===== src/rtl/hazard_forwarding_unit_mc_pkg.sv =====
// Shared definitions for the ID-stage hazard/forwarding unit:
// forwarding select codes, load-stall FSM states and counter widths.
package hazard_forwarding_unit_mc_pkg;

    // Operand source select codes
    localparam logic [1:0] FWD_RF  = 2'b00;
    localparam logic [1:0] FWD_EX  = 2'b01;
    localparam logic [1:0] FWD_MEM = 2'b10;
    localparam logic [1:0] FWD_WB  = 2'b11;

    // Load-stall counter covers LOAD_LAT up to 7, MDU counter MDU_LAT up to 63
    localparam int LD_CNT_W  = 3;
    localparam int MDU_CNT_W = 6;

    typedef enum logic {
        IDLE      = 1'b0,
        LOAD_WAIT = 1'b1
    } state_e;

    // Only a clean 1 counts as an active write enable; X/Z reads as 0
    function automatic logic is_one(input logic b);
        return (b === 1'b1);
    endfunction

endpackage


===== src/rtl/hazard_forwarding_unit_mc_fwd_select.sv =====
// Single-operand forwarding mux: picks the youngest in-flight producer
// (EX > MEM > WB) of the requested register, never forwarding $zero.
module hazard_forwarding_unit_mc_fwd_select
    import hazard_forwarding_unit_mc_pkg::*;
#(
    parameter int REG_W = 5
) (
    input  logic             use_i,
    input  logic [REG_W-1:0] operand_i,
    input  logic             en_ex_i,
    input  logic [REG_W-1:0] reg_ex_i,
    input  logic             en_mem_i,
    input  logic [REG_W-1:0] reg_mem_i,
    input  logic             en_wb_i,
    input  logic [REG_W-1:0] reg_wb_i,
    output logic [1:0]       fwd_o
);

    // Priority select from the most recent stage that writes this register
    always_comb begin
        // NOTE: default assignment first so no path through the block leaves fwd_o unassigned (no latch).
        fwd_o = FWD_RF;
        if (use_i && (operand_i != '0)) begin
            if (en_ex_i && (reg_ex_i == operand_i)) begin
                fwd_o = FWD_EX;
            end else if (en_mem_i && (reg_mem_i == operand_i)) begin
                fwd_o = FWD_MEM;
            end else if (en_wb_i && (reg_wb_i == operand_i)) begin
                fwd_o = FWD_WB;
            end
        end
    end

endmodule


===== src/rtl/hazard_forwarding_unit_mc.sv =====
// ID-stage hazard unit: operand forwarding, multi-cycle load-use stall
// sequencing, HI/LO busy stall for the MDU, branch flush and a saturating
// count of stalled cycles.
module hazard_forwarding_unit_mc
    import hazard_forwarding_unit_mc_pkg::*;
#(
    parameter int REG_W       = 5,
    parameter int LOAD_LAT    = 1,
    parameter int MDU_LAT     = 4,
    parameter int STALL_CNT_W = 16
) (
    input  logic                   clk,
    input  logic                   reset,
    input  logic                   enableEX,
    input  logic                   enableMEM,
    input  logic                   enableWB,
    input  logic                   loadEX,
    input  logic [REG_W-1:0]       regEX,
    input  logic [REG_W-1:0]       regMEM,
    input  logic [REG_W-1:0]       regWB,
    input  logic [REG_W-1:0]       operandA,
    input  logic [REG_W-1:0]       operandB,
    input  logic                   useA,
    input  logic                   useB,
    input  logic                   useHiLoID,
    input  logic                   mduStartEX,
    input  logic                   branchTakenID,
    output logic [1:0]             fwdA,
    output logic [1:0]             fwdB,
    output logic                   stallPC,
    output logic                   stallNPC,
    output logic                   stallIFID,
    output logic                   controlMux,
    output logic                   flushIFID,
    output logic                   hiloBusy,
    output logic [STALL_CNT_W-1:0] stallCount
);

    logic                   en_ex;
    logic                   en_mem;
    logic                   en_wb;
    logic                   haz_load;
    logic                   haz_mdu;
    logic                   stall;
    state_e                 state_q;
    logic [LD_CNT_W-1:0]    ld_cnt_q;
    logic [MDU_CNT_W-1:0]   mdu_cnt_q;
    logic [MDU_CNT_W-1:0]   mdu_cnt_d;
    logic [STALL_CNT_W-1:0] stall_cnt_q;
    logic [STALL_CNT_W-1:0] stall_cnt_d;

    assign en_ex  = is_one(enableEX);
    assign en_mem = is_one(enableMEM);
    assign en_wb  = is_one(enableWB);

    hazard_forwarding_unit_mc_fwd_select #(.REG_W(REG_W)) u_fwd_a (
        .use_i     (useA),
        .operand_i (operandA),
        .en_ex_i   (en_ex),
        .reg_ex_i  (regEX),
        .en_mem_i  (en_mem),
        .reg_mem_i (regMEM),
        .en_wb_i   (en_wb),
        .reg_wb_i  (regWB),
        .fwd_o     (fwdA)
    );

    hazard_forwarding_unit_mc_fwd_select #(.REG_W(REG_W)) u_fwd_b (
        .use_i     (useB),
        .operand_i (operandB),
        .en_ex_i   (en_ex),
        .reg_ex_i  (regEX),
        .en_mem_i  (en_mem),
        .reg_mem_i (regMEM),
        .en_wb_i   (en_wb),
        .reg_wb_i  (regWB),
        .fwd_o     (fwdB)
    );

    // A load in EX cannot forward its data to ID yet; any real read of its target must wait
    assign haz_load = loadEX & en_ex & (regEX != '0) &
                      ((useA & (operandA == regEX)) | (useB & (operandB == regEX)));

    assign hiloBusy = (mdu_cnt_q != '0);
    assign haz_mdu  = useHiLoID & hiloBusy;

    // First load-stall cycle is combinational; later ones come from LOAD_WAIT
    assign stall = (haz_load & (state_q == IDLE)) | (state_q != IDLE) | haz_mdu;

    assign stallPC    = ~stall;
    assign stallNPC   = ~stall;
    assign stallIFID  = ~stall;
    assign controlMux = stall;
    // Branch operands are stale while stalled, so a taken branch cannot flush yet
    assign flushIFID  = branchTakenID & ~stall;
    assign stallCount = stall_cnt_q;

    // Load-use stall sequencer: holds the stall for the remaining LOAD_LAT-1 cycles
    always_ff @(posedge clk or posedge reset) begin
        if (reset) begin
            state_q  <= IDLE;
            ld_cnt_q <= '0;
        end else begin
            // NOTE: sequential state uses non-blocking assignments so every register samples pre-edge values.
            case (state_q)
                IDLE: begin
                    if (haz_load && (LOAD_LAT > 1)) begin
                        state_q  <= LOAD_WAIT;
                        ld_cnt_q <= LD_CNT_W'(LOAD_LAT - 1);
                    end
                end
                LOAD_WAIT: begin
                    if (ld_cnt_q == LD_CNT_W'(1)) begin
                        state_q <= IDLE;
                    end
                    ld_cnt_q <= ld_cnt_q - LD_CNT_W'(1);
                end
                default: begin
                    state_q  <= IDLE;
                    ld_cnt_q <= '0;
                end
            endcase
        end
    end

    // MDU busy countdown: a new start always restarts the full latency
    always_comb begin
        mdu_cnt_d = mdu_cnt_q;
        if (mduStartEX) begin
            mdu_cnt_d = MDU_CNT_W'(MDU_LAT);
        end else if (mdu_cnt_q != '0) begin
            mdu_cnt_d = mdu_cnt_q - MDU_CNT_W'(1);
        end
    end

    // Stall counter next value, sticking at all-ones
    always_comb begin
        stall_cnt_d = stall_cnt_q;
        if (stall && (stall_cnt_q != '1)) begin
            stall_cnt_d = stall_cnt_q + STALL_CNT_W'(1);
        end
    end

    // Counter registers
    always_ff @(posedge clk or posedge reset) begin
        if (reset) begin
            mdu_cnt_q   <= '0;
            stall_cnt_q <= '0;
        end else begin
            mdu_cnt_q   <= mdu_cnt_d;
            stall_cnt_q <= stall_cnt_d;
        end
    end

endmodule


===== config.mk =====
export PLATFORM = sky130hd
export DESIGN_NAME = hazard_forwarding_unit_mc
export DESIGN_NICKNAME = d
export VERILOG_FILES = /design/src/rtl/hazard_forwarding_unit_mc_pkg.sv /design/src/rtl/hazard_forwarding_unit_mc_fwd_select.sv /design/src/rtl/hazard_forwarding_unit_mc.sv
export SDC_FILE = /design/constraint.sdc
export NUM_CORES = 1
export LEC_CHECK = 0
export ABC_AREA = 1
export CORE_ASPECT_RATIO = 0.7
export CORE_MARGIN = 4
export CORE_UTILIZATION = 40
export CTS_CLUSTER_DIAMETER = 30
export DETAILED_ROUTE_END_ITERATION = 10
export PLACE_DENSITY_LB_ADDON = 0.12
export SYNTH_ARGS = -nofsm -noshare
export SYNTH_HDL_FRONTEND = slang
export SYNTH_SLANG_ARGS = --single-unit

===== constraint.sdc =====
create_clock -name clk -period 1.7 [get_ports clk]
set_clock_uncertainty 0.1 [all_clocks]
set_input_delay 0.255 -clock clk [delete_from_list [all_inputs] [get_ports clk]]
set_output_delay 0.255 -clock clk [all_outputs]
set_load 0.03 [all_outputs]

==> reports/results.ini, run 1 <==
[placed_design]
gp_congestion = 0.863
pre_cts_ws_ns = -0.983
dp_cells = 472
dpl.hpwl_um = 4800
port-buffer-count = 61
dpl_cell_area_um2 = 3070

[pwr]
power_frac_clock_pct = 14.4
netSwitchingPower_mw = 1.15
intPower_mw = 1.66
power_mw = 2.82
pwr-share-comb_pct = 55.3
vdd_ir_drop_max_uv = 808
power_per_cell_area_nw_per_um2 = 817
leakage_nw = 1.76
seqPwrFrac_pct = 30.3
p_sw_share_pct = 40.9

[clock_tree]
h-tree-depth = 1
ctsHoldBuffers = 0
cts.sinks = 26
clk_pin_slew_ns = 0.09
clk_path_buf_depth = 2
cts_root_buf = clkbuf_8
clk_latency_ns = 0.27
cts_buffers = 3
tritoncts = built

[final_layout]
antenna_cells = 0
final_nets = 458
layout_common_cells = nand2_1, buf_4, inv_1, nand3_1, buf_6
fill_cells = 404
mostFrequentLayoutCell = nand2_1
final_area_um2 = 3450
final_util_pct = 71.7
fin_cells = 485
syn2layout_area_growth_pct = 71.9
drive_above_1_share_pct = 43.5

[drt]
wl_per_cell_um = 14.0
drt_pass1_iterations = 4
vias = 2358
first_iter_violations = 167
detail_route.vias_per_cell = 4.86
drc = 0
ant_nets = 0
drt-total-wl_um = 6790

[timing]
setup_slack_ns = -0.159
max_freq_ghz = 0.538
rsz0062_at_grt = true
hold_viol_final = 0
setup_violations = 6
relSlewSlack_pct = 76.5
period_needed_ns = 1.86
slew_violations = 0
post-route-period-util_pct = 109
worstMarginPinSlew_ns = 0.352

[global_route]
antenna_found_initial = 0
grt_pass1_vias = 2116
grt_pass1_wl_um = 10100
grt_overflow = 0
grt_usage_pct = 20.6
grt_start_max_net_pins = 27

[floorplan]
initial_core_util_pct = 41.7
die-area_um2 = 6230
die_width_um = 92.7
rows = 21
coreArea_um2 = 4810
ios = 62
die_y_um = 67.3

[synthesis]
ys_warn_count = 0
ys_ff_latch = 26
yosysSeqAreaShare_pct = 32.4
avgSynthCellArea_um2 = 6.69
synth_area_um2 = 2010
ys_types = 26
synth_area_leaders = dfrtp_1, nand2_1, inv_1
syn_nets = 341
synth.top_cell.area_share_pct = 32.4
yosysTopAreaCell = dfrtp_1
synth_cells = 300

[critical_path]
path_max_fanout = 4
criticalPathCategory = register to output port
crit_required_ns = 1.34
crit_path_end_kind = output port
crit_arrival_ns = 1.50
cp-start-kind = register

[outcome]
status = finished with violations
failed_checks = negative setup slack

[flow_run]
drv_cap = 0

[min_path]
hp-class = input port to async pin

## metrics by stage
stage	hold slack (ns)	TNS, ns
after floorplan	0.195	-0.982
after global placement	0.371	-15.37
after detailed placement	0.375	-15.65
after CTS	0.239	-0.802
after global routing	0.269	-1.86
final	0.235	-0.789
## synth_stat cells
master     instances
nor2_1            17
a21oi_1           13
nor3_1            11
nand4_2            1
a211oi_1           1
dfrtp_1           26
inv_2              1
xor2_1            15
o22ai_1            6
xnor2_1            4
o2111ai_1          2
o21ai_0            5
nand2_2            2
a21boi_0           1
nor3_2             1
nand3_1           32
buf_2              1
buf_6              2
ha_1               5
nand3b_1           3
inv_1             51
nor2_2             2
nand2_1           88
buf_4              2
nand2b_1           2
nand4_1            6
## final cells by class
class                           instances  area (µm²)  area share, %
Timing Repair Buffer                  117         983           28.5
Tap cell                               69        86.3           2.50
Inverter                               52         204           5.91
Clock buffer                            4        55.1           1.60
Sequential cell                        26         659           19.1
Multi-Input combinational cell        217        1460           42.4
## path summary, 6_finish.rpt
path | endpoint | slack (ns) | cells after the start | startpoint
max | controlMux | -0.16 | 7 | mdu_cnt_q[0]
max reg2reg | stallCount[8] | 0.01 | 10 | stallCount[0]
max in group asynchronous | stallCount[0] | 0.98 | 3 | reset
min reg2reg | ld_cnt_q[1] | 0.40 | 2 | ld_cnt_q[1]
min in group clk | ld_cnt_q[1] | 0.40 | 2 | ld_cnt_q[1]
min | stallCount[6] | 0.23 | 3 | reset
## cells by family after synthesis
group,Yosys count,share of synthesized area (%)
adder cells (fa/ha/maj),5,3.12
flip-flops,26,32.4
AND/OR/NAND/NOR,165,36.3
buffers and inverters,57,11.8
XOR/XNOR,19,8.29
AO/OA/AOI/OAI,28,7.98
## power by group through the flow
stage / Sequential [mW] / Clock (mW) / Combinational (mW)
floorplan: 0.970 / 0 / 0.674
global placement: 0.843 / 0 / 1.38
detailed placement: 0.842 / 0 / 1.40
CTS: 0.837 / 0.418 / 1.48
global route: 0.875 / 0.439 / 1.70
finish: 0.855 / 0.405 / 1.56
## per-layer routing
metal / vias to the layer above / track usage (%) / routed length [µm]
li1: 1189 / - / -
met1: 1096 / 30.3 / 3260
met2: 69 / 32.6 / 3100
met3: 4 / 4.23 / 395
met4: 0 / 2.19 / 34
met5: - / 0 / 0
## repair_timing
item,CTS,global route
pin swaps,23,30
gates resized for setup,156,85
setup buffers,5,4
endpoints found under the setup margin,42,25
## sequential cells by signal, indices dropped and copies added (netlist names)
name,flops
ld_cnt_q,3
mdu_cnt_q,6
stallCount,16
state_q,1
## worst max-delay path, cell delays in order (launching register included)
cell,delay [ns]
dfrtp_1,0.39
inv_2,0.09
ha_4,0.15
nand3_4,0.09
a21oi_4,0.15
nand2_4,0.11
buf_6,0.13
buf_6,0.12
Power figures use the tool's default switching activity.
==> run 2: changes to the inputs <==
Settings changed: CORE_ASPECT_RATIO 0.7 to unset, SETUP_SLACK_MARGIN set to 0.1.
==> run 2 against run 1 <==
The flow still finishes with violations (negative setup slack). Global-route usage is 0.66 points lower. Combinational power is 6% higher. Cell area is 4.1% higher. Highest routed layer unchanged. Die area is 0.30% lower. Worst hold slack better by 0.0038 ns. Clock power is 2% higher. Sequential power is 0.8% higher. Wire length is 1.9% lower. Non-clock buffer count is 5 higher.
==> reports/results.ini, run 2 (synthesis results as in run 1) <==
[floorplan]
rows = 25  ; was 21
coreArea_um2 = 4790  ; was 4810 µm²
die-area_um2 = 6210  ; was 6230 µm²
initial_core_util_pct = 41.9  ; was 41.7%
die_width_um = 78.8  ; was 92.7 µm
die_y_um = 78.8  ; was 67.3 µm
ios = 62  ; unchanged

[critical_path]
cpMaxStageDelayCell = dfrtp_1  ; unchanged
cp_cell_sequence = inv_2 -> ha_4 -> nand3_4 -> a21oi_4 -> nand2_4 -> clkinvlp_4 -> buf_6  ; was inv_2 -> ha_4 -> nand3_4 -> a21oi_4 -> nand2_4 -> buf_6 -> buf_6
crit_arrival_ns = 1.51  ; was 1.50 ns
crit_required_ns = 1.34  ; about the same
cp-start-kind = register  ; unchanged
reg2regPathDepth = 11  ; was 10
criticalPathCategory = register to output port  ; unchanged
crit_path_end_kind = output port  ; unchanged
path_max_fanout = 7  ; was 4
cp_slowest_stage_delay_ns = 0.40  ; was 0.39 ns

[global_route]
grt_usage_pct = 20.0  ; was 20.6%
grt_pass1_wl_um = 10100  ; about the same
grt_pass1_vias = 2271  ; was 2116
antenna_found_initial = 0  ; unchanged
grt_overflow = 0  ; unchanged
grt_start_max_net_pins = 27  ; unchanged

[final_layout]
syn2layout_area_growth_pct = 78.9  ; was 71.9%
fill_cells = 377  ; was 404
antenna_cells = 0  ; unchanged
drive_above_1_share_pct = 46.6  ; was 43.5%
fin_cells = 488  ; was 485
final_nets = 463  ; was 458
largest_reg_flops = 16  ; unchanged
layout_common_cells = nand2_1, buf_4, inv_1, buf_6, nand3_1  ; was nand2_1, buf_4, inv_1, nand3_1, buf_6
mostFrequentLayoutCell = nand2_1  ; unchanged

[flow_run]
drv_cap = 0  ; unchanged

[timing]
slew_violations = 0  ; unchanged
relSlewSlack_pct = 76.6  ; was 76.5%
setup_slack_ns = -0.169  ; was -0.159 ns
whs_ns = 0.239  ; was 0.235 ns
worstMarginPinSlew_ns = 0.351  ; was 0.352 ns
setup_violations = 18  ; was 6
period_needed_ns = 1.87  ; was 1.86 ns
max_freq_ghz = 0.535  ; was 0.538 GHz
post-route-period-util_pct = 110  ; was 109%
hold_viol_final = 0  ; unchanged
rsz0062_at_grt = true  ; unchanged
tns_ns = -1.23  ; was -0.789 ns

[pwr]
power_per_cell_area_nw_per_um2 = 815  ; was 817 nW/µm²
power_mw = 2.93  ; was 2.82 mW
vdd_ir_drop_max_uv = 609  ; was 808 µV
leakage_nw = 1.81  ; was 1.76 nW

[clock_tree]
cts_buffers = 3  ; unchanged
clk_pin_slew_ns = 0.10  ; was 0.09 ns
tritoncts = built  ; unchanged
clk_latency_ns = 0.28  ; was 0.27 ns
cts_root_buf = clkbuf_8  ; unchanged
cts.sinks = 26  ; unchanged
h-tree-depth = 1  ; unchanged
ctsHoldBuffers = 0  ; unchanged
clk_path_buf_depth = 2  ; unchanged

[drt]
vias = 2429  ; was 2358
detail_route.vias_per_cell = 4.98  ; was 4.86
wl_per_cell_um = 13.6  ; was 14.0 µm
first_iter_violations = 123  ; was 167
drc = 0  ; unchanged
ant_nets = 0  ; unchanged
drt-total-wl_um = 6660  ; was 6790 µm
drt_pass1_iterations = 4  ; unchanged

[placed_design]
dpl.hpwl_um = 4580  ; was 4800 µm
pre_cts_ws_ns = -0.595  ; was -0.983 ns
port-buffer-count = 61  ; unchanged
dp_cells = 461  ; was 472
gp_congestion = 0.966  ; was 0.863

[min_path]
hp-class = input port to async pin  ; unchanged

[outcome]
status = finished with violations  ; unchanged
failed_checks = negative setup slack  ; unchanged

==> run 2: layout make-up <==
cell class                 instances  area [µm²]  area share, %
tap                               67        83.8           2.33
inverter                          52         204           5.68
sequential                        26         664           18.5
clock buffer                       4        55.1           1.53
multi-input combinational        217        1530           42.5
timing repair buffer             122        1060           29.4
==> run 2: metal layers <==
layer | GRT usage (%) | share of wire, %
met4 | 4.30 | 1.8
met1 | 25.2 | 42
met3 | 3.17 | 4.6
met2 | 35.9 | 51
met5 | 0 | 0
==> run 2: power breakdown <==
part | total [mW] | leakage (nW) | switching [mW] | internal (mW)
registers | 0.862 | 0.333 | 0.122 | 0.740
clock network | 0.413 | 0.0288 | 0.206 | 0.207
logic | 1.65 | 1.45 | 0.862 | 0.789
total | 2.93 | 1.81 | 1.19 | 1.74
==> run 2: worst max-delay path, delay by kind of cell (launching register included) <==
kind	cells	cell delay, ns
simple gates	2	0.20
flops	1	0.40
buf+inv	3	0.34
compound gates	1	0.16
fa+ha+maj	1	0.14
==> run 2: per-stage QoR <==
step,utilization (%),area [µm²]
2_1_floorplan,-,2100
3_3_place_gp,62.7,3000
3_5_place_dp,62.7,3000
4_1_cts,69.3,3320
5_1_grt,75.0,3590
6_report,75.0,3590
==> run 2: what timing repair did <==
item | in CTS | in global routing
gates cloned | 0 | 0
pin swaps | 47 | 36
resized for setup | 181 | 51
endpoints found under the setup margin | 42 | 25
setup buffers | 10 | 13
==> run 2: final timing paths <==
kind | start | end | slack [ns]
min | reset | stallCount[14] | 0.24
max | mdu_cnt_q[0] | stallNPC | -0.17
max in group asynchronous | reset | stallCount[6] | 0.97
min in group clk | ld_cnt_q[1] | ld_cnt_q[1] | 0.40
max reg2reg | stallCount[0] | stallCount[10] | -0.10
min reg2reg | ld_cnt_q[1] | ld_cnt_q[1] | 0.40
